<file path="src/rtl/regfile_wport_arbiter_if.sv">
// Write-port bundle between writeback, the auxiliary writer and the register file.
// Handshake: an aux transfer happens on a rising clock edge where aux_valid && aux_ready;
// aux_ready never depends combinationally on aux_valid; core_we is a one-cycle request
// that is ignored (not queued) while core_stall is high.
interface regfile_wport_arbiter_if;
  logic        core_we;
  logic [4:0]  core_waddr;
  logic [31:0] core_wdata;
  logic        core_stall;

  logic        aux_valid;
  logic        aux_ready;
  logic [4:0]  aux_waddr;
  logic [31:0] aux_wdata;

  logic        rf_we;
  logic [4:0]  rf_waddr;
  logic [31:0] rf_wdata;

  modport master (
    output core_we, core_waddr, core_wdata,
    output aux_valid, aux_waddr, aux_wdata,
    input  core_stall, aux_ready,
    input  rf_we, rf_waddr, rf_wdata
  );

  modport slave (
    input  core_we, core_waddr, core_wdata,
    input  aux_valid, aux_waddr, aux_wdata,
    output core_stall, aux_ready,
    output rf_we, rf_waddr, rf_wdata
  );
endinterface

</file>
<file path="src/rtl/regfile_wport_arbiter.sv">
// Register-file write-port arbiter: core writeback has priority, aux writes queue in a FIFO
// and a starvation timer forces one core stall slot. Optional macro: SCOREBOARD_EN.
module regfile_wport_arbiter #(
    parameter int DEPTH    = 4,
    parameter int MAX_WAIT = 8
) (
    input  logic                     clock,
    input  logic                     reset,
    regfile_wport_arbiter_if.slave   wp,
    output logic [$clog2(DEPTH):0]   fifo_count,
    input  logic [4:0]               rs,
    input  logic [4:0]               rt,
    output logic                     rs_pending,
    output logic                     rt_pending
);

    localparam int PW = $clog2(DEPTH);
    localparam int CW = PW + 1;
    localparam int SW = $clog2(MAX_WAIT) + 1;

    logic [4:0]       q_addr [DEPTH];
    logic [31:0]      q_data [DEPTH];
    logic [DEPTH-1:0] q_valid;
    logic [DEPTH-1:0] valid_nxt;
    logic [PW-1:0]    rd_ptr;
    logic [PW-1:0]    wr_ptr;
    logic [CW-1:0]    count_q;
    logic [SW-1:0]    starve_q;
    logic             stall_q;

    logic full;
    logic empty;
    logic head_valid;
    logic core_grant;
    logic head_grant;
    logic pop;
    logic push;
    logic store;
    logic blocked;

    assign full       = (count_q == CW'(DEPTH));
    assign empty      = (count_q == '0);
    assign head_valid = !empty && q_valid[rd_ptr];

    // Both grants are suppressed while reset is asserted so no write leaks out in that cycle.
    assign core_grant = reset && !stall_q && wp.core_we && (wp.core_waddr != 5'd0);
    assign head_grant = reset && !core_grant && head_valid;
    // An invalidated head is retired immediately, even while the core holds the port.
    assign pop        = !empty && (head_grant || !q_valid[rd_ptr]);
    assign push       = wp.aux_valid && !full;
    assign store      = push && (wp.aux_waddr != 5'd0);
    assign blocked    = head_valid && !pop;

    assign wp.aux_ready  = !full;
    assign wp.core_stall = stall_q;
    assign fifo_count    = count_q;

    always_comb begin
        wp.rf_we    = 1'b0;
        wp.rf_waddr = 5'd0;
        wp.rf_wdata = 32'd0;
        if (core_grant) begin
            wp.rf_we    = 1'b1;
            wp.rf_waddr = wp.core_waddr;
            wp.rf_wdata = wp.core_wdata;
        end else if (head_grant) begin
            wp.rf_we    = 1'b1;
            wp.rf_waddr = q_addr[rd_ptr];
            wp.rf_wdata = q_data[rd_ptr];
        end
    end

    // A granted core write is newer than any queued write to the same register.
    always_comb begin
        valid_nxt = q_valid;
        for (int i = 0; i < DEPTH; i++) begin
            if (core_grant && (q_addr[i] == wp.core_waddr)) valid_nxt[i] = 1'b0;
        end
        if (pop)   valid_nxt[rd_ptr] = 1'b0;
        if (store) valid_nxt[wr_ptr] = 1'b1;
    end

    always_ff @(posedge clock) begin
        if (!reset) begin
            q_valid  <= '0;
            rd_ptr   <= '0;
            wr_ptr   <= '0;
            count_q  <= '0;
            starve_q <= '0;
            stall_q  <= 1'b0;
        end else begin
            q_valid <= valid_nxt;
            if (pop)   rd_ptr <= rd_ptr + PW'(1);
            if (store) wr_ptr <= wr_ptr + PW'(1);
            count_q <= count_q + CW'(store) - CW'(pop);
            if (pop || empty)    starve_q <= '0;
            else if (head_valid) starve_q <= starve_q + SW'(1);
            stall_q <= blocked && (starve_q == SW'(MAX_WAIT - 1));
        end
    end

    always_ff @(posedge clock) begin
        if (store) begin
            q_addr[wr_ptr] <= wp.aux_waddr;
            q_data[wr_ptr] <= wp.aux_wdata;
        end
    end

`ifdef SCOREBOARD_EN
    always_comb begin
        rs_pending = 1'b0;
        rt_pending = 1'b0;
        for (int i = 0; i < DEPTH; i++) begin
            if (q_valid[i] && (q_addr[i] == rs)) rs_pending = 1'b1;
            if (q_valid[i] && (q_addr[i] == rt)) rt_pending = 1'b1;
        end
        if (rs == 5'd0) rs_pending = 1'b0;
        if (rt == 5'd0) rt_pending = 1'b0;
    end
`else
    logic unused_sb;
    assign unused_sb  = ^{rs, rt};
    assign rs_pending = 1'b0;
    assign rt_pending = 1'b0;
`endif

endmodule

</file>
<file path="src/flat_wrapper.sv">
// flat-port wrapper written by rule: the top's interface ports become plain ports
module regfile_wport_arbiter_flat 
#(
    parameter int DEPTH    = 4,
    parameter int MAX_WAIT = 8
)
  (clock, reset, fifo_count, rs, rt, rs_pending, rt_pending, wp_core_we, wp_core_waddr, wp_core_wdata, wp_aux_valid, wp_aux_waddr, wp_aux_wdata, wp_core_stall, wp_aux_ready, wp_rf_we, wp_rf_waddr, wp_rf_wdata);
  regfile_wport_arbiter_if wp_i ();
  input  logic clock;
  input  logic reset;
  output logic [$clog2(DEPTH):0] fifo_count;
  input  logic [4:0] rs;
  input  logic [4:0] rt;
  output logic rs_pending;
  output logic rt_pending;
  input wire logic [$bits(wp_i.core_we)-1:0] wp_core_we;
  input wire logic [$bits(wp_i.core_waddr)-1:0] wp_core_waddr;
  input wire logic [$bits(wp_i.core_wdata)-1:0] wp_core_wdata;
  input wire logic [$bits(wp_i.aux_valid)-1:0] wp_aux_valid;
  input wire logic [$bits(wp_i.aux_waddr)-1:0] wp_aux_waddr;
  input wire logic [$bits(wp_i.aux_wdata)-1:0] wp_aux_wdata;
  output wire logic [$bits(wp_i.core_stall)-1:0] wp_core_stall;
  output wire logic [$bits(wp_i.aux_ready)-1:0] wp_aux_ready;
  output wire logic [$bits(wp_i.rf_we)-1:0] wp_rf_we;
  output wire logic [$bits(wp_i.rf_waddr)-1:0] wp_rf_waddr;
  output wire logic [$bits(wp_i.rf_wdata)-1:0] wp_rf_wdata;
  assign wp_i.core_we = wp_core_we;
  assign wp_i.core_waddr = wp_core_waddr;
  assign wp_i.core_wdata = wp_core_wdata;
  assign wp_i.aux_valid = wp_aux_valid;
  assign wp_i.aux_waddr = wp_aux_waddr;
  assign wp_i.aux_wdata = wp_aux_wdata;
  assign wp_core_stall = wp_i.core_stall;
  assign wp_aux_ready = wp_i.aux_ready;
  assign wp_rf_we = wp_i.rf_we;
  assign wp_rf_waddr = wp_i.rf_waddr;
  assign wp_rf_wdata = wp_i.rf_wdata;
  regfile_wport_arbiter #(.DEPTH(DEPTH), .MAX_WAIT(MAX_WAIT)) u_core (.clock(clock), .reset(reset), .wp(wp_i), .fifo_count(fifo_count), .rs(rs), .rt(rt), .rs_pending(rs_pending), .rt_pending(rt_pending));
endmodule
</file>
<file path="config.mk">
export PLATFORM = sky130hd
export DESIGN_NAME = regfile_wport_arbiter_flat
export DESIGN_NICKNAME = d
export VERILOG_FILES = /design/src/rtl/regfile_wport_arbiter_if.sv /design/src/rtl/regfile_wport_arbiter.sv /design/src/flat_wrapper.sv
export SDC_FILE = /design/constraint.sdc
export NUM_CORES = 1
export LEC_CHECK = 0
export CAP_MARGIN = 20
export CORE_ASPECT_RATIO = 0.6
export CORE_MARGIN = 3
export CORE_UTILIZATION = 41
export CTS_BUF_LIST = sky130_fd_sc_hd__clkbuf_8
export DETAILED_ROUTE_END_ITERATION = 8
export HOLD_SLACK_MARGIN = 0.08
export PLACE_DENSITY = 0.67
export SLEW_MARGIN = 0
export SYNTH_ARGS = -nofsm -noshare
export SYNTH_HDL_FRONTEND = slang
export SYNTH_SLANG_ARGS = --single-unit
</file>
<file path="constraint.sdc">
create_clock -name clock -period 3.39 [get_ports clock]
set_input_delay 0.678 -clock clock [delete_from_list [all_inputs] [get_ports clock]]
set_output_delay 0.678 -clock clock [all_outputs]
set_load 0.01 [all_outputs]
</file>
==> flow_metrics.tcl <==
set metrics [dict create \
    status "completed" \
    port_buffers 120 \
    p_per_area_nw_per_um2 637 \
    wl_per_cell_um 19.5 \
    slew_headroom_pct 63.7 \
    die_h_um 107 \
    post-place-ws_ps -333 \
    reg2reg_to "u_core.fifo_count[2]$_SDFF_PN0_" \
    grt_max_degree 38 \
    crit_cells 9 \
    reg2reg_setup_slack_ps 980 \
    dpl.cell_count 725 \
    wl_met2_um 6820 \
    rows 36 \
    crit_type "in2out" \
    period_share_pct 98.7 \
    antenna_found_initial 2 \
    area_delta_synth_final_pct 28.1 \
    ys_seq_elements 166 \
    drtAntennaViolNets 0 \
    dr_total_vias 3953 \
    end_kind "output port" \
    numCtsBuffers 17 \
    leakagePower_nw 3.08 \
    yosys_most_used_dff "edfxtp_1" \
    io_pins 133 \
    initial_core_util_pct 42.5 \
    cts.path.max_buffers 2 \
    ys_types 39 \
    max_stage_delay_ps 450 \
    core_um2 16500 \
    layout_commonest_cell "edfxtp_1" \
    postSynthCellCount 382 \
    crit_path_end "wp_rf_wdata[14]" \
    htreeDepth 4 \
    path_max_fanout 6 \
    syn_area_um2 7000 \
    stdcell_count 762 \
    synth_warnings 0 \
    required_ps 2710 \
    wl_met3_um 1210 \
    min_period_ps 3340 \
    worstPathCellList "clkdlybuf4s50_1 -> or4_4 -> o21a_4 -> nor2_8 -> buf_4 -> buf_6 -> buf_4 -> a22o_1 -> clkdlybuf4s15_2" \
    path_delay_family "buffers and inverters" \
    setup_slack_ps 45.0 \
    diodes 0 \
    worstHoldPathType "reg2reg" \
    cts-root-buf "clkbuf_8" \
    overflow 0 \
    synthArstFlopShare_pct 0 \
    crit_slowest_cell "or4_4" \
    worst_setup_path_start_kind "input port" \
    finalClockSkew_ps 9.64 \
    via_per_inst 5.19 \
    post-route-util_pct 54.4 \
    clock_sinks 166 \
    rr_worst_depth 9 \
    wl_met1_um 6720 \
    routabilityCongestion 0.805 \
    fmax_ghz 0.299 \
    synth_top_cell_by_area "edfxtp_1" \
    r2r-start "u_core.rd_ptr[0]$_SDFFE_PN0N_" \
    setup_violations 0 \
    route.detailed.drc 0 \
    ys_seq_area_share_pct 68.6 \
    avgSynthCellArea_um2 18.3 \
    grt_pass1_vias 4229 \
    worstPathArrival_ps 2670 \
    grt_pass1_wl_um 23100 \
    peakVddDrop_mv 0.286 \
    worstMarginPinSlew_ps 539 \
    synth_top_cell_area_share_pct 63.5 \
    maxSlewViolCount 0 \
    final_cell_mix "edfxtp_1 (148), clkdlybuf4s50_1 (80), mux4_2 (38)" \
    synth_edf_count 148 \
    n_fill_cell 1315 \
    maxUsedRoutingLayer "met5" \
    layout-drive-gt1-share_pct 20.4 \
    maxCapViolCount 0 \
    total_power_mw 5.71 \
    track_usage_pct 16.4 \
    synth_area_leaders "edfxtp_1 (63%), mux4_2 (12%), dfxtp_1 (5.1%), a22o_1 (4.6%), xnor2_1 (3.0%)" \
    crit_buf_inv 5 \
    drtPass1Iterations 4 \
    dieArea_um2 18700 \
    drt-total-wl_um 14800 \
    clkTransAtPathRegs_ps 90 \
    cp_common_cell "buf_4" \
    tritoncts "yes" \
    rsz0062_at_grt "no" \
    die_w_um 175 \
    drt_iter0_drc 257 \
    dpl.hpwl_um 9710 \
    critPathLaunch "wp_core_waddr[4]" \
    clkLatencyLatePin_ps 440 \
    hold_viol_final 0 \
    nets 621 \
]
-- through the flow --
| stage | hold WS (ps) | setup TNS (ps) | instance area [um2] |
|---|---|---|---|
| after floorplan | 417 | 0 | 7010 |
| after global placement | 427 | -10970 | 8580 |
| after detailed placement | 432 | -11310 | 8580 |
| after CTS | 447 | 0 | 8960 |
| after global routing | 472 | 0 | 8970 |
| final | 445 | 0 | 8970 |
-- cell families (layout without fill, tap and decap cells) --
logic type      after synthesis  in the layout  synth area share [%]
compound gates               60             60                  7.09
xor+xnor                     25             25                  3.13
fa+ha+maj                    12             12                  2.25
buf+inv                      35            186                  2.84
flops                       166            166                  68.6
mux                          39             39                  12.4
other cells                   1              2                0.0535
simple gates                 44             44                  3.68
-- state kept, by name, summed over array words and instances, names as in the netlist, named ones only --
| register | flops |
|---|---|
| u_core.q_valid | 4 |
| u_core.rd_ptr | 2 |
| u_core.wp.core_stall | 1 |
| u_core.starve_q | 4 |
| u_core.fifo_count | 3 |
| u_core.q_addr | 20 |
| u_core.wr_ptr | 2 |
| u_core.q_data | 128 |
-- cell type report --
| class | instances | area [um2] | share of cell area, % |
|---|---|---|---|
| Sequential cell | 166 | 4810 | 53.6 |
| Multi-Input combinational cell | 182 | 2020 | 22.5 |
| Clock buffer | 17 | 234 | 2.61 |
| Timing Repair Buffer | 146 | 1460 | 16.3 |
| Tap cell | 228 | 285 | 3.18 |
| Inverter | 8 | 30.0 | 0.335 |
| Clock inverter | 15 | 134 | 1.49 |
-- metal layers --
metal / vias to the layer above / global-route usage (%)
met2: 130 / 25.9
li1: 1810 / -
met4: 4 / 3.75
met3: 10 / 5.34
met1: 1999 / 22.3
met5: - / 0
-- where the power goes --
part,internal (mW),switching [mW]
sequential,2.50,0.146
combinational,0.943,0.813
clock,0.541,0.769
-- worst min-delay path by stage --
stage,start,endpoint,cells after the start
final,u_core.starve_q[3]$_SDFFE_PP0P_,u_core.wp.core_stall$_SDFF_PN0_,1
after global routing,u_core.starve_q[3]$_SDFFE_PP0P_,u_core.wp.core_stall$_SDFF_PN0_,1
after CTS,u_core.starve_q[3]$_SDFFE_PP0P_,u_core.wp.core_stall$_SDFF_PN0_,1
after detailed placement,u_core.starve_q[3]$_SDFFE_PP0P_,u_core.wp.core_stall$_SDFF_PN0_,1
after global placement,u_core.starve_q[0]$_SDFFE_PP0P_,u_core.starve_q[0]$_SDFFE_PP0P_,1
after floorplan,u_core.starve_q[3]$_SDFFE_PP0P_,u_core.wp.core_stall$_SDFF_PN0_,1
-- what timing repair did --
item | CTS | global route
buffers inserted | 3 | 2
pin swaps | 1 | 1
gates resized for setup | 57 | 1
hold buffers | 0 | 0
endpoints found under the setup margin | 38 | 3
endpoints found under the hold margin | 0 | 0
-- cells in the mapped netlist, types with 2 or more instances --
master and n:
clkbuf_1 11, inv_1 8, and2_1 7, nand3_1 9
o211a_1 2, o21ai_0 3, buf_1 2, buf_6 2
edfxtp_1 148, o31ai_1 5, nor3_1 2, dfxtp_1 18
o211ai_1 5, o311ai_0 4, mux4_2 38, buf_2 6
nor2_1 4, ha_1 11, buf_8 3, a21boi_1 2
buf_4 3, nor2b_1 6, a22o_1 37, xnor2_1 24
nand2_1 8
(Power assumes the default switching activity.)
==> RTL edit 1, RTL diff (same settings) <==
Build with the macro `SCOREBOARD_EN` defined.
--- a/src/rtl/regfile_wport_arbiter.sv
+++ b/src/rtl/regfile_wport_arbiter.sv
@@ -1,4 +1,6 @@
 // Register-file write-port arbiter: core writeback has priority, aux writes queue in a FIFO
 // and a starvation timer forces one core stall slot. Optional macro: SCOREBOARD_EN.
+`define SCOREBOARD_EN
+
 module regfile_wport_arbiter #(
     parameter int DEPTH    = 4,
Check against the original RTL: not equivalent (Yosys sat finds a counterexample within 4 cycles, from zero or initial values and one cycle with reset low).
==> RTL edit 1 against the original RTL <==
- fmax increased by 0.76%
- final cell count increased by 9.4%
- routed wire length increased by 19%
- sequential cell count unchanged
- sequential power increased by 2%
- worst setup slack improved by 0.025 ns
- synthesized area increased by 6.2%
- final area increased by 7.0%
- power increased by 1.5%
- global-route usage increased by 1.7 points
- critical endpoint is now wp_rf_wdata[4]
==> RTL edit 1: results (changes against the original RTL) <==
[yosys]
synth_common_cells = 148 x edfxtp_1, 45 x xor2_1, 38 x mux4_2
netlist_instances = 444  ; +16%
synth_area_leaders = edfxtp_1 60%, mux4_2 12%, xor2_1 5.3%
synth-seq-area-share_pct = 64.59  ; -4.0 points
ys_types = 36  ; -7.7%
async_reset_ff_share_pct = 0  ; unchanged

[global_routing]
grt_use_met1_pct = 27.24  ; +4.9 points
met3_usage_pct = 5.475  ; +0.13 points
track_usage_pct = 18.05  ; +1.7 points
grt_first_pass_wirelength_mm = 26.72  ; +16%
use_met2_pct = 25.93  ; +0.027 points
antenna_found_initial = 0  ; -2

[layout]
nNetsFinal = 689  ; +11%
drive_above_1_share_pct = 20.50  ; +0.088 points

[power_and_ir_drop]
leakage_uw = 0.003326  ; +8.0%
irDropWorstVdd_mv = 0.2275  ; -20%
p_seq_share_pct = 46.4  ; about the same
combPwrFrac_pct = 29.8  ; -0.9 points

[detailed_routing]
wl_met2_mm = 7.566  ; +11%
drt-met1-wl_mm = 8.322  ; +24%
viasPerCell = 5.499  ; +6.0%
vias = 4586  ; +16%
dr.pass1.iters = 5  ; +1
route.met3.wl_mm = 1.716  ; +42%
drt_iter0_markers = 481  ; +87%
topRoutingLayerUsed = met4

[place]
hpwlAfterDp_mm = 12.23  ; +26%
place_ws_ns = -0.2616  ; +0.07156 ns
placed_area_mm2 = 0.009196  ; +7.2%
place_congestion = 1.005  ; +25%
io_buffers = 132  ; +10%
place_inst = 802  ; +11%

[sta]
worst_slew_pin_slew_ns = 0.5397  ; +0.0004839 ns
timing.clock.skew_ns = 0.02051  ; +0.01087 ns

[clocking]
ctsRootBufferMaster = clkbuf_8
numCtsBuffers = 17  ; unchanged
h-tree-depth = 4  ; unchanged

[worst_setup_path]
cp.arrival_ns = 2.64  ; -0.03 ns
path_max_fanout = 10  ; +4

[outcome]
status = finished, final reports clean

-- RTL edit 1: cell types whose count changed in the layout (fill, tap and decap cells not counted), sizes merged, moves of 5 or more --
cell / before / now
clkbuf: 18 / 31
o211ai: 5 / 0
nand3: 9 / 19
xor2: 1 / 45
clkdlybuf4s50: 80 / 88
dlygate4sd2: 35 / 5
nand2: 8 / 3
clkdlybuf4s15: 4 / 20
nor4: 0 / 8
dlymetal6s2s: 0 / 6
inv: 19 / 13
nor2b: 6 / 1
o31ai: 5 / 0
nand4: 0 / 10
-- RTL edit 1: cell type report --
type                       instances  area, um^2
fill                            1372        7859
sequential                       166        4807
multi-input combinational        235        2481
timing repair buffer             160        1597
tap                              234       292.8
clock buffer                      17       234.0
clock inverter                    13       148.9
inverter                           9       33.78
-- RTL edit 1: cells by family (layout without fill, tap and decap cells) --
logic type      after synthesis  count (layout)  share of synthesized area, %
simple gates                 74              74                         6.039
fa+ha+maj                    12              12                         2.119
buf+inv                      43             199                         2.607
flops                       166             166                         64.59
mux                          39              39                         11.64
compound gates               44              44                         5.130
xor+xnor                     66              66                         7.872
-- RTL edit 1: worst paths after layout --
check        slack, ns                  from                    to  cells after the start
min reg2reg       0.45    u_core.starve_q[3]  u_core.wp.core_stall                      1
min               0.45    u_core.starve_q[3]  u_core.wp.core_stall                      1
max               0.07      wp_core_waddr[3]        wp_rf_wdata[4]                      6
max reg2reg       0.78  u_core.wp.core_stall  u_core.fifo_count[2]                     12
-- RTL edit 1: timing repair --
item,in CTS,in global routing
pin swaps,1,0
setup buffers,1,0
setup endpoints to repair,39,18
resized for setup,40,57
cloned,0,1
==> RTL edit 2, RTL diff (same flow settings) <==
Without the edit above. Put one more register stage on the output `fifo_count`. The value now appears one clock later. The other outputs are not delayed to match.
--- a/src/rtl/regfile_wport_arbiter.sv
+++ b/src/rtl/regfile_wport_arbiter.sv
@@ -54,5 +54,7 @@
     assign wp.aux_ready  = !full;
     assign wp.core_stall = stall_q;
-    assign fifo_count    = count_q;
+    always_ff @(posedge clock) begin
+        fifo_count <= count_q;
+    end
 
     always_comb begin
Function: changed (Yosys sat finds a counterexample within 4 cycles, from zero or initial values and one cycle with reset low).
==> RTL edit 2 against the original RTL <==
- synthesized area grew 0.63%
- final area rose by 0.47%
- worst setup slack better by 0.042 ns
- power up 3.3%
- routed wire length increased by 2.9%
- sequential cell count is 3 higher
- critical path type unchanged
- largest cell class unchanged
==> RTL edit 2: results (changes against the original RTL) <==
[outcome]
status = finished, final reports clean

[global_routing]
grt_pass1_vias = 4132  ; -2.3%
antenna_found_initial = 0  ; -2
grt_first_pass_wirelength_mm = 23.18  ; +0.45%
grt_max_degree = 27  ; -29%
track_usage_pct = 16.41  ; +0.032 points

[detailed_routing]
drt_iter0_markers = 318  ; +24%
vias = 3995  ; +1.1%
wl_per_cell_um = 19.75  ; +1.4%

[yosys]
synth_area_leaders = edfxtp_1 63%, mux4_2 12%, dfxtp_1 6.0%
ys_types = 37  ; -5.1%
synth_xor_area_share_pct = 3.107  ; -0.019 points
synth_compound_area_share_pct = 7.030  ; -0.062 points
synth-seq-area-share_pct = 69.02  ; +0.43 points
synth.area.mux_share_pct = 12.28  ; -0.077 points
synth_common_cells = 148 x edfxtp_1, 38 x mux4_2, 37 x a22o_1
synth_fa_ha_area_share_pct = 2.237  ; -0.014 points
synth_warnings = 0  ; unchanged

[place]
place_ws_ns = -0.3141  ; +0.01905 ns
hpwlAfterDp_mm = 10.12  ; +4.2%
place_congestion = 0.7778  ; -3.3%

[power_and_ir_drop]
intPower_uw = 4158  ; +4.4%
irDropWorstVdd_mv = 0.2597  ; -9.1%
leakage_uw = 0.003110  ; +0.98%

[min_path]
worstHoldStart = u_core.count_q[0]
min_delay_path_depth = 0  ; -1

[layout]
nNetsFinal = 632  ; +1.8%
drive_above_1_share_pct = 24.22  ; +3.8 points
fillers = 1330  ; +1.1%

[sta]
slew_headroom_pct = 64.83  ; +1.2 points
fin_ws_ns = 0.08741  ; +0.04237 ns
timing.clock.skew_ns = 0.01567  ; +0.006028 ns

[worst_setup_path]
ff2ff_setup_slack_ns = 0.87  ; -0.11 ns
r2r-start = u_core.rd_ptr[0]
path_max_fanout = 15  ; +9
cp.arrival_ns = 2.62  ; -0.05 ns

-- RTL edit 2: cell count changes in the layout (fill, tap and decap cells not counted), moves of 2 or more --
cell	before	now
dlygate4sd2_1	35	14
clkbuf_2	1	16
buf_4	16	24
dfxtp_1	15	19
buf_12	8	5
buf_2	0	3
inv_6	7	4
nand2_1	8	11
bufinv_16	0	2
clkinvlp_4	2	4
dlymetal6s2s_1	0	2
inv_8	4	2
-- RTL edit 2: repair_timing --
action	in CTS	in global routing
gates resized for setup	69	22
buffers inserted	3	3
cloned	0	1
setup endpoints to repair	37	35
-- RTL edit 2: power by group through the flow --
stage | Combinational (uW) | Clock (uW) | Sequential [uW]
2_1_floorplan | 1190 | 0 | 2680
3_3_place_gp | 1810 | 0 | 2720
3_5_place_dp | 1830 | 0 | 2730
4_1_cts | 1830 | 1450 | 2680
5_1_grt | 1970 | 1540 | 2710
6_report | 1810 | 1410 | 2680
-- RTL edit 2: worst register-to-register path, delay by kind of cell, from the launching register on --
kind	cells	cell delay (ns)
mux	1	0.58
buf+inv	1	0.04
xor+xnor	2	0.32
compound gates	1	0.18
flops	1	0.44
simple gates	1	0.15
fa+ha+maj	3	0.73
-- RTL edit 2: final cells by class --
cell class	count	area, um^2	area share (%)
Sequential cell	169	4867	54.01
Multi-Input combinational cell	184	2007	22.27
Timing Repair Buffer	152	1425	15.81
Tap cell	228	285.3	3.165
Clock buffer	17	234.0	2.596
Clock inverter	15	163.9	1.819
Inverter	8	30.03	0.3332
-- RTL edit 2: final timing paths --
| check | end |
|---|---|
| worst max-delay path | wp_rf_wdata[2] |
| worst min-delay path | u_core.fifo_count[0] |
| worst max register to register | u_core.count_q[2] |
| worst min register to register | u_core.fifo_count[0] |
-- RTL edit 2: layer usage --
metal,wire (um),vias up,GRT usage (%)
met5,0,-,0
met4,50,0,4.266
met3,1362,4,5.391
met2,6757,139,24.95
met1,7096,2010,22.95
li1,-,1842,-
-- RTL edit 2: logic make-up (layout without fill, tap and decap cells) --
family,Yosys count,after routing
buffers and inverters,36,192
other,1,2
multiplexers,39,39
AND/OR/NAND/NOR,46,46
flip-flops,169,169
XOR/XNOR,25,25
adder cells (fa/ha/maj),12,12
AO/OA/AOI/OAI,60,60
-- RTL edit 2: through the flow --
step	std cells	instance area, um^2	util (%)
after floorplan	389	7052	-
after global routing	773	9012	54.52
final	773	9012	54.52
after global placement	734	8633	52.23
after detailed placement	734	8633	52.23
after CTS	769	9055	54.78
